===== config.mk =====
export PLATFORM = sky130hd
export DESIGN_NAME = vc_fifo_bank_flat
export DESIGN_NICKNAME = d
export VERILOG_FILES = /design/src/rtl/vc_fifo_bank_pkg.sv /design/src/rtl/vc_fifo_bank_if.sv /design/src/rtl/vc_fifo.sv /design/src/rtl/vc_fifo_bank.sv /design/src/flat_wrapper.sv
export SDC_FILE = /design/constraint.sdc
export NUM_CORES = 1
export LEC_CHECK = 0
export BUFFER_PORTS_ARGS = -buffer_cell sky130_fd_sc_hd__buf_2
export CAP_MARGIN = 20
export CORE_ASPECT_RATIO = 0.7
export CORE_UTILIZATION = 35
export CTS_BUF_LIST = sky130_fd_sc_hd__clkbuf_4 sky130_fd_sc_hd__clkbuf_8
export DETAILED_ROUTE_END_ITERATION = 6
export GPL_ROUTABILITY_DRIVEN = 1
export PLACE_DENSITY = 0.64
export SKIP_LAST_GASP = 1
export SYNTH_ARGS = -nofsm -noshare
export SYNTH_HDL_FRONTEND = slang
export SYNTH_SLANG_ARGS = --single-unit

===== constraint.sdc =====
create_clock -name clk -period 2.06 [get_ports clk]
set_clock_uncertainty 0.1 [all_clocks]
set_input_delay 0 -clock clk [delete_from_list [all_inputs] [get_ports clk]]
set_output_delay 0 -clock clk [all_outputs]
set_load 0.03 [all_outputs]

===== src/rtl/vc_fifo_bank_pkg.sv =====
// Shared definitions for the virtual-channel buffering stage and its arbiter:
// channel indices, default payload width and the idle data value.
package vc_fifo_bank_pkg;

    localparam int DATA_WIDTH_DEF = 4;
    localparam int NUM_VC         = 4;

    // Channel indices carried in the 2-bit channel field.
    typedef enum logic [1:0] {
        VCHANEL0 = 2'b00,
        VCHANEL1 = 2'b01,
        VCHANEL2 = 2'b10,
        VCHANEL3 = 2'b11
    } vc_id_e;

    // Value driven on a data output whose FIFO is empty or in reset.
    localparam logic DATA_IDLE_BIT = 1'b0;

    // Occupancy counter width: must hold 0..depth inclusive.
    function automatic int cnt_width(input int depth);
        return $clog2(depth) + 1;
    endfunction

endpackage


===== src/rtl/vc_fifo_bank_if.sv =====
// Bus between the arbiter side (master) and the FIFO bank (slave):
// enqueue port, per-channel pops, head words, status flags and error flags.
interface vc_fifo_bank_if
    import vc_fifo_bank_pkg::*;
#(
    parameter int DATA_WIDTH = DATA_WIDTH_DEF
) ();

    logic                  enb;
    logic [DATA_WIDTH-1:0] in_data;
    logic [1:0]            in_vc;
    logic                  in_push;

    logic pop_vchanel0, pop_vchanel1, pop_vchanel2, pop_vchanel3;

    logic [DATA_WIDTH-1:0] out_vchanel0, out_vchanel1, out_vchanel2, out_vchanel3;
    logic empty_vchanel0, empty_vchanel1, empty_vchanel2, empty_vchanel3;
    logic full_vchanel0,  full_vchanel1,  full_vchanel2,  full_vchanel3;
    logic afull_vchanel0, afull_vchanel1, afull_vchanel2, afull_vchanel3;

    logic err_overflow;
    logic err_underflow;

    modport master (
        output enb, in_data, in_vc, in_push,
        output pop_vchanel0, pop_vchanel1, pop_vchanel2, pop_vchanel3,
        input  out_vchanel0, out_vchanel1, out_vchanel2, out_vchanel3,
        input  empty_vchanel0, empty_vchanel1, empty_vchanel2, empty_vchanel3,
        input  full_vchanel0, full_vchanel1, full_vchanel2, full_vchanel3,
        input  afull_vchanel0, afull_vchanel1, afull_vchanel2, afull_vchanel3,
        input  err_overflow, err_underflow
    );

    modport slave (
        input  enb, in_data, in_vc, in_push,
        input  pop_vchanel0, pop_vchanel1, pop_vchanel2, pop_vchanel3,
        output out_vchanel0, out_vchanel1, out_vchanel2, out_vchanel3,
        output empty_vchanel0, empty_vchanel1, empty_vchanel2, empty_vchanel3,
        output full_vchanel0, full_vchanel1, full_vchanel2, full_vchanel3,
        output afull_vchanel0, afull_vchanel1, afull_vchanel2, afull_vchanel3,
        output err_overflow, err_underflow
    );

endinterface


===== src/rtl/vc_fifo.sv =====
// Single-channel show-ahead FIFO. Head word and flags come from registered
// state only, so the arbiter can decide on them in the cycle it pops.
// Optional macro VC_FIFO_ERR_EN adds overflow/underflow pulse outputs.
module vc_fifo
    import vc_fifo_bank_pkg::*;
#(
    parameter int DATA_WIDTH   = DATA_WIDTH_DEF,
    parameter int DEPTH        = 4,
    parameter int AFULL_THRESH = 3
) (
    input  logic                  clk,
    input  logic                  rst,
    input  logic                  enb,
    input  logic                  push,
    input  logic                  pop,
    input  logic [DATA_WIDTH-1:0] wdata,
    output logic [DATA_WIDTH-1:0] rdata,
    output logic                  empty,
    output logic                  full,
    output logic                  afull
`ifdef VC_FIFO_ERR_EN
    ,
    output logic                  ovf_pulse,
    output logic                  unf_pulse
`endif
);

    localparam int PTR_W = $clog2(DEPTH);
    localparam int CNT_W = cnt_width(DEPTH);
    localparam logic [CNT_W-1:0] FULL_CNT  = CNT_W'(DEPTH);
    localparam logic [CNT_W-1:0] AFULL_CNT = CNT_W'(AFULL_THRESH);

    logic [DATA_WIDTH-1:0] mem [DEPTH];
    logic [PTR_W-1:0]      wptr, rptr;
    logic [CNT_W-1:0]      count;
    logic                  push_acc, pop_acc;

    assign empty = (count == '0);
    assign full  = (count == FULL_CNT);
    assign afull = (count >= AFULL_CNT);

    // A pop on an empty channel is never accepted, even with a same-cycle push;
    // a push on a full channel is accepted only when the head leaves this cycle.
    assign pop_acc  = enb & pop & ~empty;
    assign push_acc = enb & push & (~full | pop_acc);

    assign rdata = empty ? {DATA_WIDTH{DATA_IDLE_BIT}} : mem[rptr];

`ifdef VC_FIFO_ERR_EN
    assign ovf_pulse = enb & push & full & ~pop_acc;
    assign unf_pulse = enb & pop & empty;
`endif

    // Storage write on an accepted push.
    // NOTE: the array has no reset; entries are only read once count covers them.
    always_ff @(posedge clk) begin
        if (push_acc) begin
            mem[wptr] <= wdata;
        end
    end

    // Pointer and occupancy update; pointers wrap naturally at DEPTH (power of two).
    // NOTE: non-blocking assignments so every register samples pre-edge values.
    always_ff @(posedge clk) begin
        if (rst) begin
            wptr  <= '0;
            rptr  <= '0;
            count <= '0;
        end else begin
            if (push_acc) wptr <= wptr + PTR_W'(1);
            if (pop_acc)  rptr <= rptr + PTR_W'(1);
            case ({push_acc, pop_acc})
                2'b10:   count <= count + CNT_W'(1);
                2'b01:   count <= count - CNT_W'(1);
                default: count <= count;
            endcase
        end
    end

endmodule


===== src/rtl/vc_fifo_bank.sv =====
// Four virtual-channel FIFOs behind one enqueue port. The channel field steers
// each pushed word; the arbiter pops channels independently.
// Optional macro VC_FIFO_ERR_EN enables sticky err_overflow/err_underflow;
// without it both flags are tied low.
module vc_fifo_bank
    import vc_fifo_bank_pkg::*;
#(
    parameter int DATA_WIDTH   = DATA_WIDTH_DEF,
    parameter int DEPTH        = 4,
    parameter int AFULL_THRESH = 3
) (
    input logic           clk,
    input logic           rst,
    vc_fifo_bank_if.slave bus
);

    logic [NUM_VC-1:0]     push_v;
    logic [NUM_VC-1:0]     pop_v;
    logic [NUM_VC-1:0]     empty_v, full_v, afull_v;
    logic [DATA_WIDTH-1:0] rdata_v [NUM_VC];
`ifdef VC_FIFO_ERR_EN
    logic [NUM_VC-1:0]     ovf_v, unf_v;
    logic                  err_ovf_q, err_unf_q;
`endif

    assign pop_v = {bus.pop_vchanel3, bus.pop_vchanel2, bus.pop_vchanel1, bus.pop_vchanel0};

    // Steer the single push request to the channel named by in_vc.
    // NOTE: default first so no path leaves push_v unassigned (no latch).
    always_comb begin
        push_v = '0;
        if (bus.in_push) begin
            case (vc_id_e'(bus.in_vc))
                VCHANEL0: push_v[0] = 1'b1;
                VCHANEL1: push_v[1] = 1'b1;
                VCHANEL2: push_v[2] = 1'b1;
                VCHANEL3: push_v[3] = 1'b1;
            endcase
        end
    end

    for (genvar n = 0; n < NUM_VC; n++) begin : g_vc
        vc_fifo #(
            .DATA_WIDTH  (DATA_WIDTH),
            .DEPTH       (DEPTH),
            .AFULL_THRESH(AFULL_THRESH)
        ) u_fifo (
            .clk  (clk),
            .rst  (rst),
            .enb  (bus.enb),
            .push (push_v[n]),
            .pop  (pop_v[n]),
            .wdata(bus.in_data),
            .rdata(rdata_v[n]),
            .empty(empty_v[n]),
            .full (full_v[n]),
            .afull(afull_v[n])
`ifdef VC_FIFO_ERR_EN
            ,
            .ovf_pulse(ovf_v[n]),
            .unf_pulse(unf_v[n])
`endif
        );
    end

    assign bus.out_vchanel0   = rdata_v[0];
    assign bus.out_vchanel1   = rdata_v[1];
    assign bus.out_vchanel2   = rdata_v[2];
    assign bus.out_vchanel3   = rdata_v[3];
    assign bus.empty_vchanel0 = empty_v[0];
    assign bus.empty_vchanel1 = empty_v[1];
    assign bus.empty_vchanel2 = empty_v[2];
    assign bus.empty_vchanel3 = empty_v[3];
    assign bus.full_vchanel0  = full_v[0];
    assign bus.full_vchanel1  = full_v[1];
    assign bus.full_vchanel2  = full_v[2];
    assign bus.full_vchanel3  = full_v[3];
    assign bus.afull_vchanel0 = afull_v[0];
    assign bus.afull_vchanel1 = afull_v[1];
    assign bus.afull_vchanel2 = afull_v[2];
    assign bus.afull_vchanel3 = afull_v[3];

`ifdef VC_FIFO_ERR_EN
    // Sticky error flags: any channel pulse sets them, only rst clears them.
    // Pulses are already gated by enb, so a frozen bank cannot set them.
    always_ff @(posedge clk) begin
        if (rst) begin
            err_ovf_q <= 1'b0;
            err_unf_q <= 1'b0;
        end else begin
            if (|ovf_v) err_ovf_q <= 1'b1;
            if (|unf_v) err_unf_q <= 1'b1;
        end
    end

    assign bus.err_overflow  = err_ovf_q;
    assign bus.err_underflow = err_unf_q;
`else
    assign bus.err_overflow  = 1'b0;
    assign bus.err_underflow = 1'b0;
`endif

endmodule


===== src/flat_wrapper.sv =====
// flat-port wrapper written by rule: the top's interface ports become plain ports
module vc_fifo_bank_flat import vc_fifo_bank_pkg::*;
#(
    parameter int DATA_WIDTH   = DATA_WIDTH_DEF,
    parameter int DEPTH        = 4,
    parameter int AFULL_THRESH = 3
)
  (clk, rst, bus_enb, bus_in_data, bus_in_vc, bus_in_push, bus_pop_vchanel0, bus_pop_vchanel1, bus_pop_vchanel2, bus_pop_vchanel3, bus_out_vchanel0, bus_out_vchanel1, bus_out_vchanel2, bus_out_vchanel3, bus_empty_vchanel0, bus_empty_vchanel1, bus_empty_vchanel2, bus_empty_vchanel3, bus_full_vchanel0, bus_full_vchanel1, bus_full_vchanel2, bus_full_vchanel3, bus_afull_vchanel0, bus_afull_vchanel1, bus_afull_vchanel2, bus_afull_vchanel3, bus_err_overflow, bus_err_underflow);
  vc_fifo_bank_if #(.DATA_WIDTH(DATA_WIDTH)) bus_i ();
  input logic clk;
  input logic rst;
  input wire logic [$bits(bus_i.enb)-1:0] bus_enb;
  input wire logic [$bits(bus_i.in_data)-1:0] bus_in_data;
  input wire logic [$bits(bus_i.in_vc)-1:0] bus_in_vc;
  input wire logic [$bits(bus_i.in_push)-1:0] bus_in_push;
  input wire logic [$bits(bus_i.pop_vchanel0)-1:0] bus_pop_vchanel0;
  input wire logic [$bits(bus_i.pop_vchanel1)-1:0] bus_pop_vchanel1;
  input wire logic [$bits(bus_i.pop_vchanel2)-1:0] bus_pop_vchanel2;
  input wire logic [$bits(bus_i.pop_vchanel3)-1:0] bus_pop_vchanel3;
  output wire logic [$bits(bus_i.out_vchanel0)-1:0] bus_out_vchanel0;
  output wire logic [$bits(bus_i.out_vchanel1)-1:0] bus_out_vchanel1;
  output wire logic [$bits(bus_i.out_vchanel2)-1:0] bus_out_vchanel2;
  output wire logic [$bits(bus_i.out_vchanel3)-1:0] bus_out_vchanel3;
  output wire logic [$bits(bus_i.empty_vchanel0)-1:0] bus_empty_vchanel0;
  output wire logic [$bits(bus_i.empty_vchanel1)-1:0] bus_empty_vchanel1;
  output wire logic [$bits(bus_i.empty_vchanel2)-1:0] bus_empty_vchanel2;
  output wire logic [$bits(bus_i.empty_vchanel3)-1:0] bus_empty_vchanel3;
  output wire logic [$bits(bus_i.full_vchanel0)-1:0] bus_full_vchanel0;
  output wire logic [$bits(bus_i.full_vchanel1)-1:0] bus_full_vchanel1;
  output wire logic [$bits(bus_i.full_vchanel2)-1:0] bus_full_vchanel2;
  output wire logic [$bits(bus_i.full_vchanel3)-1:0] bus_full_vchanel3;
  output wire logic [$bits(bus_i.afull_vchanel0)-1:0] bus_afull_vchanel0;
  output wire logic [$bits(bus_i.afull_vchanel1)-1:0] bus_afull_vchanel1;
  output wire logic [$bits(bus_i.afull_vchanel2)-1:0] bus_afull_vchanel2;
  output wire logic [$bits(bus_i.afull_vchanel3)-1:0] bus_afull_vchanel3;
  output wire logic [$bits(bus_i.err_overflow)-1:0] bus_err_overflow;
  output wire logic [$bits(bus_i.err_underflow)-1:0] bus_err_underflow;
  assign bus_i.enb = bus_enb;
  assign bus_i.in_data = bus_in_data;
  assign bus_i.in_vc = bus_in_vc;
  assign bus_i.in_push = bus_in_push;
  assign bus_i.pop_vchanel0 = bus_pop_vchanel0;
  assign bus_i.pop_vchanel1 = bus_pop_vchanel1;
  assign bus_i.pop_vchanel2 = bus_pop_vchanel2;
  assign bus_i.pop_vchanel3 = bus_pop_vchanel3;
  assign bus_out_vchanel0 = bus_i.out_vchanel0;
  assign bus_out_vchanel1 = bus_i.out_vchanel1;
  assign bus_out_vchanel2 = bus_i.out_vchanel2;
  assign bus_out_vchanel3 = bus_i.out_vchanel3;
  assign bus_empty_vchanel0 = bus_i.empty_vchanel0;
  assign bus_empty_vchanel1 = bus_i.empty_vchanel1;
  assign bus_empty_vchanel2 = bus_i.empty_vchanel2;
  assign bus_empty_vchanel3 = bus_i.empty_vchanel3;
  assign bus_full_vchanel0 = bus_i.full_vchanel0;
  assign bus_full_vchanel1 = bus_i.full_vchanel1;
  assign bus_full_vchanel2 = bus_i.full_vchanel2;
  assign bus_full_vchanel3 = bus_i.full_vchanel3;
  assign bus_afull_vchanel0 = bus_i.afull_vchanel0;
  assign bus_afull_vchanel1 = bus_i.afull_vchanel1;
  assign bus_afull_vchanel2 = bus_i.afull_vchanel2;
  assign bus_afull_vchanel3 = bus_i.afull_vchanel3;
  assign bus_err_overflow = bus_i.err_overflow;
  assign bus_err_underflow = bus_i.err_underflow;
  vc_fifo_bank #(.DATA_WIDTH(DATA_WIDTH), .DEPTH(DEPTH), .AFULL_THRESH(AFULL_THRESH)) u_core (.clk(clk), .rst(rst), .bus(bus_i));
endmodule

==> metrics.yaml, run 1 <==
crit_path_end_kind: "flip-flop"
nNetsFinal: 443
drive_gt1_share_pct: 29.54
crit_fanout: 3
relSlewSlack_pct: 54.52
io_buffers: 41
cp.arrival_ns: 2.23
cts_tree: "built"
die_h_microns: 96.02
synth_most_common_cell: "edfxtp_1"
yosysSeqAreaShare_pct: 59.80
ys_top_cells_by_area: "edfxtp_1, dfxtp_1, mux4_2"
synth_async_sr_flop_share_pct: 0
firstDrtPassIters: 5
cp.required_ns: 2.24
cts_buffers: 9
fin_util_pct: 44.37
rows: 33
cellPowerDensity_nw_per_um2: 724.6
totalPowerFinal_uw: 3863
clock_path_buffers: 2
cts-root-buf: "clkbuf_8"
grt_pass1_vias: 2689
cp-start-kind: "flip-flop"
drt_iter0_drc: 180
start_util_pct: 36.78
min_period_ns: 2.052
setup_viol: 0
syn-cell-area_sq_um: 4419
worst_slew_pin_slew_ns: 0.6822
core_sq_um: 12020
path_class: "reg2reg"
yosys.area.top_type: "edfxtp_1"
final_hold_viol_count: 0
clock-sinks: 100
grt_pass1_wl_microns: 13570
clk_pin_slew_worst_paths_ns: 0.09
max_freq_mhz: 487.4
avgRoutedWirePerCell_microns: 14.61
n_antenna_cell: 0
drv_cap: 0
p_leak_uw: 0.002001
status: "finished clean"
clock_latency_ns: 0.35
syn-mean-instance-area_sq_um: 13.51
ys_warn_count: 0
yosysUniqueCellTypes: 38
synth_edf_count: 64
synth-seq-cells: 100
area_growth_pct: 20.64
holdWs_ns: 0.06372
die_width_microns: 136.3
rsz0062_at_grt: "yes"
grt_max_degree: 39
gp_congestion: 0.8192
final_max_slew_viol_count: 0
track_usage_pct: 13.95
die-area_sq_um: 13090
holdCritPathClass: "in2reg"
h-tree-depth: 3
synthTopCellsByCount: "edfxtp_1, nor2_1, dfxtp_1, inv_1, and2_1"
ios: 44
ant_nets: 0
viasPerCell: 4.689
syn-instance-count: 327
dp_hpwl_microns: 5950
min_period_over_period_pct: 99.61
antenna_found_initial: 0
ir_drop_uv: 446.5
detail_route.wirelength_microns: 8326
drc: 0
grt-ovfl-total: 0
synth_ff_type: "edfxtp_1"
synth_top_area_share_pct: 43.49
routed-via-count: 2673
metrics by stage:
step / std cells / area, sq um / setup TNS (ns) / worst slack (ns)
6_report: 570 / 5331 / 0 / 0.008102
5_1_grt: 570 / 5331 / -0.08019 / -0.06826
4_1_cts: 568 / 5315 / -0.01901 / -0.01901
3_5_place_dp: 544 / 5019 / -0.01904 / -0.01904
3_3_place_gp: 544 / 5019 / 0 / 0.04628
2_1_floorplan: 328 / 4462 / -0.2736 / -0.2121
where the power goes:
group	total, uW	internal (uW)	leakage [uW]	switching [uW]
sequential	2170	2150	0.000870	19.5
clock	1370	725	0.000110	647
combinational	321	126	0.00102	196
path summary, 6_finish.rpt:
path / start / endpoint / slack [ns] / depth (start not counted)
max reg2reg: u_core.g_vc[2].u_fifo.count[1] / u_core.g_vc[2].u_fifo.count[2] / 0.008 / 9
min: bus_pop_vchanel2 / u_core.g_vc[2].u_fifo.rptr[0] / 0.06 / 4
min reg2reg: u_core.g_vc[3].u_fifo.rptr[0] / u_core.g_vc[3].u_fifo.rptr[0] / 0.45 / 2
max: u_core.g_vc[2].u_fifo.count[1] / u_core.g_vc[2].u_fifo.count[2] / 0.008 / 9
area by class of cell:
class | count | area, sq um
Fill cell | 1111 | 6684
Timing Repair Buffer | 78 | 495.5
Inverter | 20 | 75.07
Multi-Input combinational cell | 199 | 1693
Sequential cell | 100 | 2650
Clock inverter | 5 | 76.32
Clock buffer | 11 | 145.1
Tap cell | 157 | 196.4
what timing repair did:
action | 4_1_cts | 5_1_grt
endpoints found under the setup margin | 1 | 4
hold buffers | 5 | 0
hold endpoints to repair | 65 | 0
buffers inserted | 3 | 2
gates resized for setup | 1 | 1
pin swaps | 3 | 7
per-layer routing:
layer / track usage (%) / vias to the layer above / routed length, microns
li1: - / 1335 / -
met1: 18.57 / 1266 / 4056
met2: 22.21 / 63 / 3786
met3: 4.055 / 9 / 411
met4: 3.889 / 0 / 71
met5: 0 / - / 0
registers in the layout, summed over array words and instances, names as in the netlist, named ones only:
signal	cells
u_core.g_vc.u_fifo.rptr	8
u_core.g_vc.u_fifo.mem	64
u_core.g_vc.u_fifo.wptr	8
u_core.g_vc.u_fifo.count	12
cells by family (layout without fill, tap and decap cells):
kind of cell | Yosys count | count (layout) | synth area share, %
AO/OA/AOI/OAI | 29 | 29 | 4.898
adder cells (fa/ha/maj) | 21 | 21 | 6.625
buffers and inverters | 29 | 114 | 2.746
XOR/XNOR | 14 | 14 | 2.775
AND/OR/NAND/NOR | 107 | 107 | 12.49
multiplexers | 26 | 26 | 10.59
other | 1 | 2 | 0.08486
flip-flops | 100 | 100 | 59.80
worst max-delay path, cell delays in order, from the launching register on:
cell	delay, ns
dfxtp_2	0.35
nor3b_4	0.24
a211oi_4	0.09
inv_1	0.07
ha_2	0.17
inv_1	0.05
fa_2	0.33
xor2_1	0.16
or3_1	0.31
a21oi_1	0.12
cells in the final DEF, fill, tap and decap left out, types with 6 or more instances in the layout:
cell type	Yosys	final
nand2_1	10	10
dfxtp_1	36	32
inv_1	20	20
mux2_2	6	6
clkbuf_8	0	10
nor2b_1	16	16
xnor2_1	8	8
xor2_1	6	6
ha_1	17	16
mux4_2	16	16
edfxtp_1	64	64
buf_2	1	41
and2_1	19	19
a21oi_1	6	6
buf_4	3	32
nor2_1	38	38
Note: power is estimated with default switching activity, not from simulation.
==> inputs of run 2 (changes only) <==
Settings changed: CORE_UTILIZATION 35 to 40, PLACE_DENSITY 0.64 to 0.7.
==> metrics.yaml, run 2 (synthesized netlist as in run 1, its figures left out) <==
cellPowerDensity_nw_per_um2: 766.0  # +5.7%
final_max_slew_viol_count: 0  # unchanged
netSwitchingPower_uw: 897.5  # +4.1%
swShare_pct: 21.84  # -0.46 points
start_util_pct: 41.89  # +5.1 points
critPathMaxStageDelay_ns: 0.35  # about the same
p_leak_uw: 0.002017  # +0.78%
nNetsFinal: 441  # -0.45%
violations: "setup timing"
dp_hpwl_microns: 5759  # -3.2%
final_hold_viol_count: 0  # unchanged
cp_cell_sequence: "nor3b_4, a211oi_4, inv_1, ha_2, inv_1, fa_2, xor2_1, or3_1, a21oi_1"
worst_slack_ns: -0.02465  # -0.03275 ns
avgRoutedWirePerCell_microns: 14.75  # +0.99%
pwr-share-seq_pct: 52.8  # -3.4 points
cp.required_ns: 2.25  # about the same
viasPerCell: 4.767  # +1.7%
drv_cap: 0  # unchanged
drc: 0  # unchanged
grt_pass1_vias: 2652  # -1.4%
totalPowerFinal_uw: 4109  # +6.4%
whs_path_depth: 4  # unchanged
cp.arrival_ns: 2.28  # +0.05 ns
worstReg2RegStart: "u_core.g_vc[2].u_fifo.count[0]"
holdCritPathClass: "in2reg"
rr_worst_depth: 9  # unchanged
drt_iter0_drc: 132  # -27%
grt-ovfl-total: 0  # unchanged
regMostFlops: "u_core.g_vc.u_fifo.mem"
cts_tree: "built"
min_period_over_period_pct: 101.2  # +1.6 points
clockPowerShare_pct: 39.4  # +3.9 points
hp-start: "bus_pop_vchanel2"
post-place-ws_ns: -0.05298  # -0.03394 ns
core_sq_um: 10550  # -12%
final_cell_mix: "edfxtp_1, buf_2, nor2_1"
grt_pass1_wl_microns: 13750  # +1.4%
max_freq_mhz: 479.7  # -1.6%
detail_route.wirelength_microns: 8246  # -0.96%
combinationalPowerShare_pct: 7.8  # -0.5 points
ant_nets: 0  # unchanged
critPathLaunch: "u_core.g_vc[2].u_fifo.count[0]"
grt_max_degree: 32  # -18%
gp_congestion: 0.7913  # -3.4%
cpMaxStageDelayCell: "dfxtp_2"
path_class: "reg2reg"
n_antenna_cell: 0  # unchanged
clock_latency_ns: 0.36  # about the same
ir_drop_uv: 364.4  # -18%
final_common_cell: "edfxtp_1"
ios: 44  # unchanged
area_growth_pct: 21.38
clk_pin_slew_worst_paths_ns: 0.09  # about the same
min_period_ns: 2.085  # +0.03275 ns
largest_reg_flops: 64  # unchanged
rsz0062_at_grt: "yes"
crit_path_end_kind: "flip-flop"
relSlewSlack_pct: 61.08  # +6.6 points
worst_slew_pin_slew_ns: 0.5838  # -0.09845 ns
die_width_microns: 127.6  # -6.4%
drive_gt1_share_pct: 30.17  # +0.63 points
rows: 31  # -6.1%
critPathMostFrequentCell: "inv_1"
status: "complete, but fails checks"
antenna_found_initial: 0  # unchanged
track_usage_pct: 15.95  # +2.0 points
die-area_sq_um: 11480  # -12%
clock_path_buffers: 2  # unchanged
die_h_microns: 89.94  # -6.3%
firstDrtPassIters: 4  # -1
crit_fanout: 3  # unchanged
cts-root-buf: "clkbuf_8"
reg.largest.list: "u_core.g_vc.u_fifo.mem (64), u_core.g_vc.u_fifo.count (12)"
cts_buffers: 9  # unchanged
p_int_uw: 3211  # +7.0%
io_buffers: 41  # unchanged
routed-via-count: 2665  # -0.30%
h-tree-depth: 3  # unchanged
clock-sinks: 100  # unchanged
cp-start-kind: "flip-flop"
setup_viol: 1  # +1
run 2: layout make-up:
type	count	area (sq um)
inverter	20	75.07
clock inverter	7	145.1
fill	907	5186
multi-input combinational	199	1703
tap	148	185.2
timing repair buffer	76	483.0
sequential	100	2649
clock buffer	9	123.9
run 2: critical path, delay by kind of cell, from the launching register on:
| kind | cells | cell delay (ns) |
|---|---|---|
| DFF | 1 | 0.35 |
| and+or+nand+nor | 2 | 0.57 |
| AOI/OAI and AO/OA | 2 | 0.21 |
| buffers and inverters | 2 | 0.12 |
| adders and majority gates | 2 | 0.50 |
| xor gates and xnor gates | 1 | 0.16 |
run 2: what timing repair did:
item | in CTS | in global routing
endpoints found under the hold margin | 69 | 0
pin swaps | 3 | 3
gates resized for setup | 1 | 4
setup endpoints to repair | 2 | 7
hold buffers | 6 | 0
buffers inserted | 2 | 3
run 2: final timing paths:
path	end	slack (ns)
max reg2reg	u_core.g_vc[2].u_fifo.count[2]	-0.02
min reg2reg	u_core.g_vc[3].u_fifo.rptr[1]	0.43
max	u_core.g_vc[2].u_fifo.count[2]	-0.02
min	u_core.g_vc[2].u_fifo.rptr[0]	0.05
run 2: power groups by stage:
stage	Clock, uW	Sequential [uW]	Combinational [uW]
after floorplan	0	2220	195
after global placement	0	2220	301
after detailed placement	0	2220	308
after CTS	1660	2170	319
after global routing	1740	2180	352
final	1620	2170	319
run 2: metrics by stage:
| step | utilization, % | area, sq um | std cells | setup TNS [ns] | hold WS [ns] |
|---|---|---|---|---|---|
| finish | 50.84 | 5364 | 559 | -0.02465 | 0.04533 |
| global route | 50.84 | 5364 | 559 | -0.1067 | 0.05239 |
| CTS | 50.52 | 5330 | 556 | -0.02411 | 0.01492 |
| detailed placement | 47.25 | 4985 | 532 | -0.05298 | 0.3347 |
| global placement | 47.25 | 4985 | 532 | 0 | 0.3274 |
| floorplan | - | 4462 | 328 | -0.2736 | -0.001131 |
run 2: per-layer routing:
metal | wire length (microns) | global-route usage, % | part of all wire, % | up-vias
li1 | - | - | - | 1322
met3 | 387 | 5.238 | 4.7 | 2
met1 | 3936 | 21.10 | 48 | 1285
met5 | 0 | 0 | 0 | -
met4 | 23 | 4.902 | 0.28 | 0
met2 | 3899 | 24.95 | 47 | 56
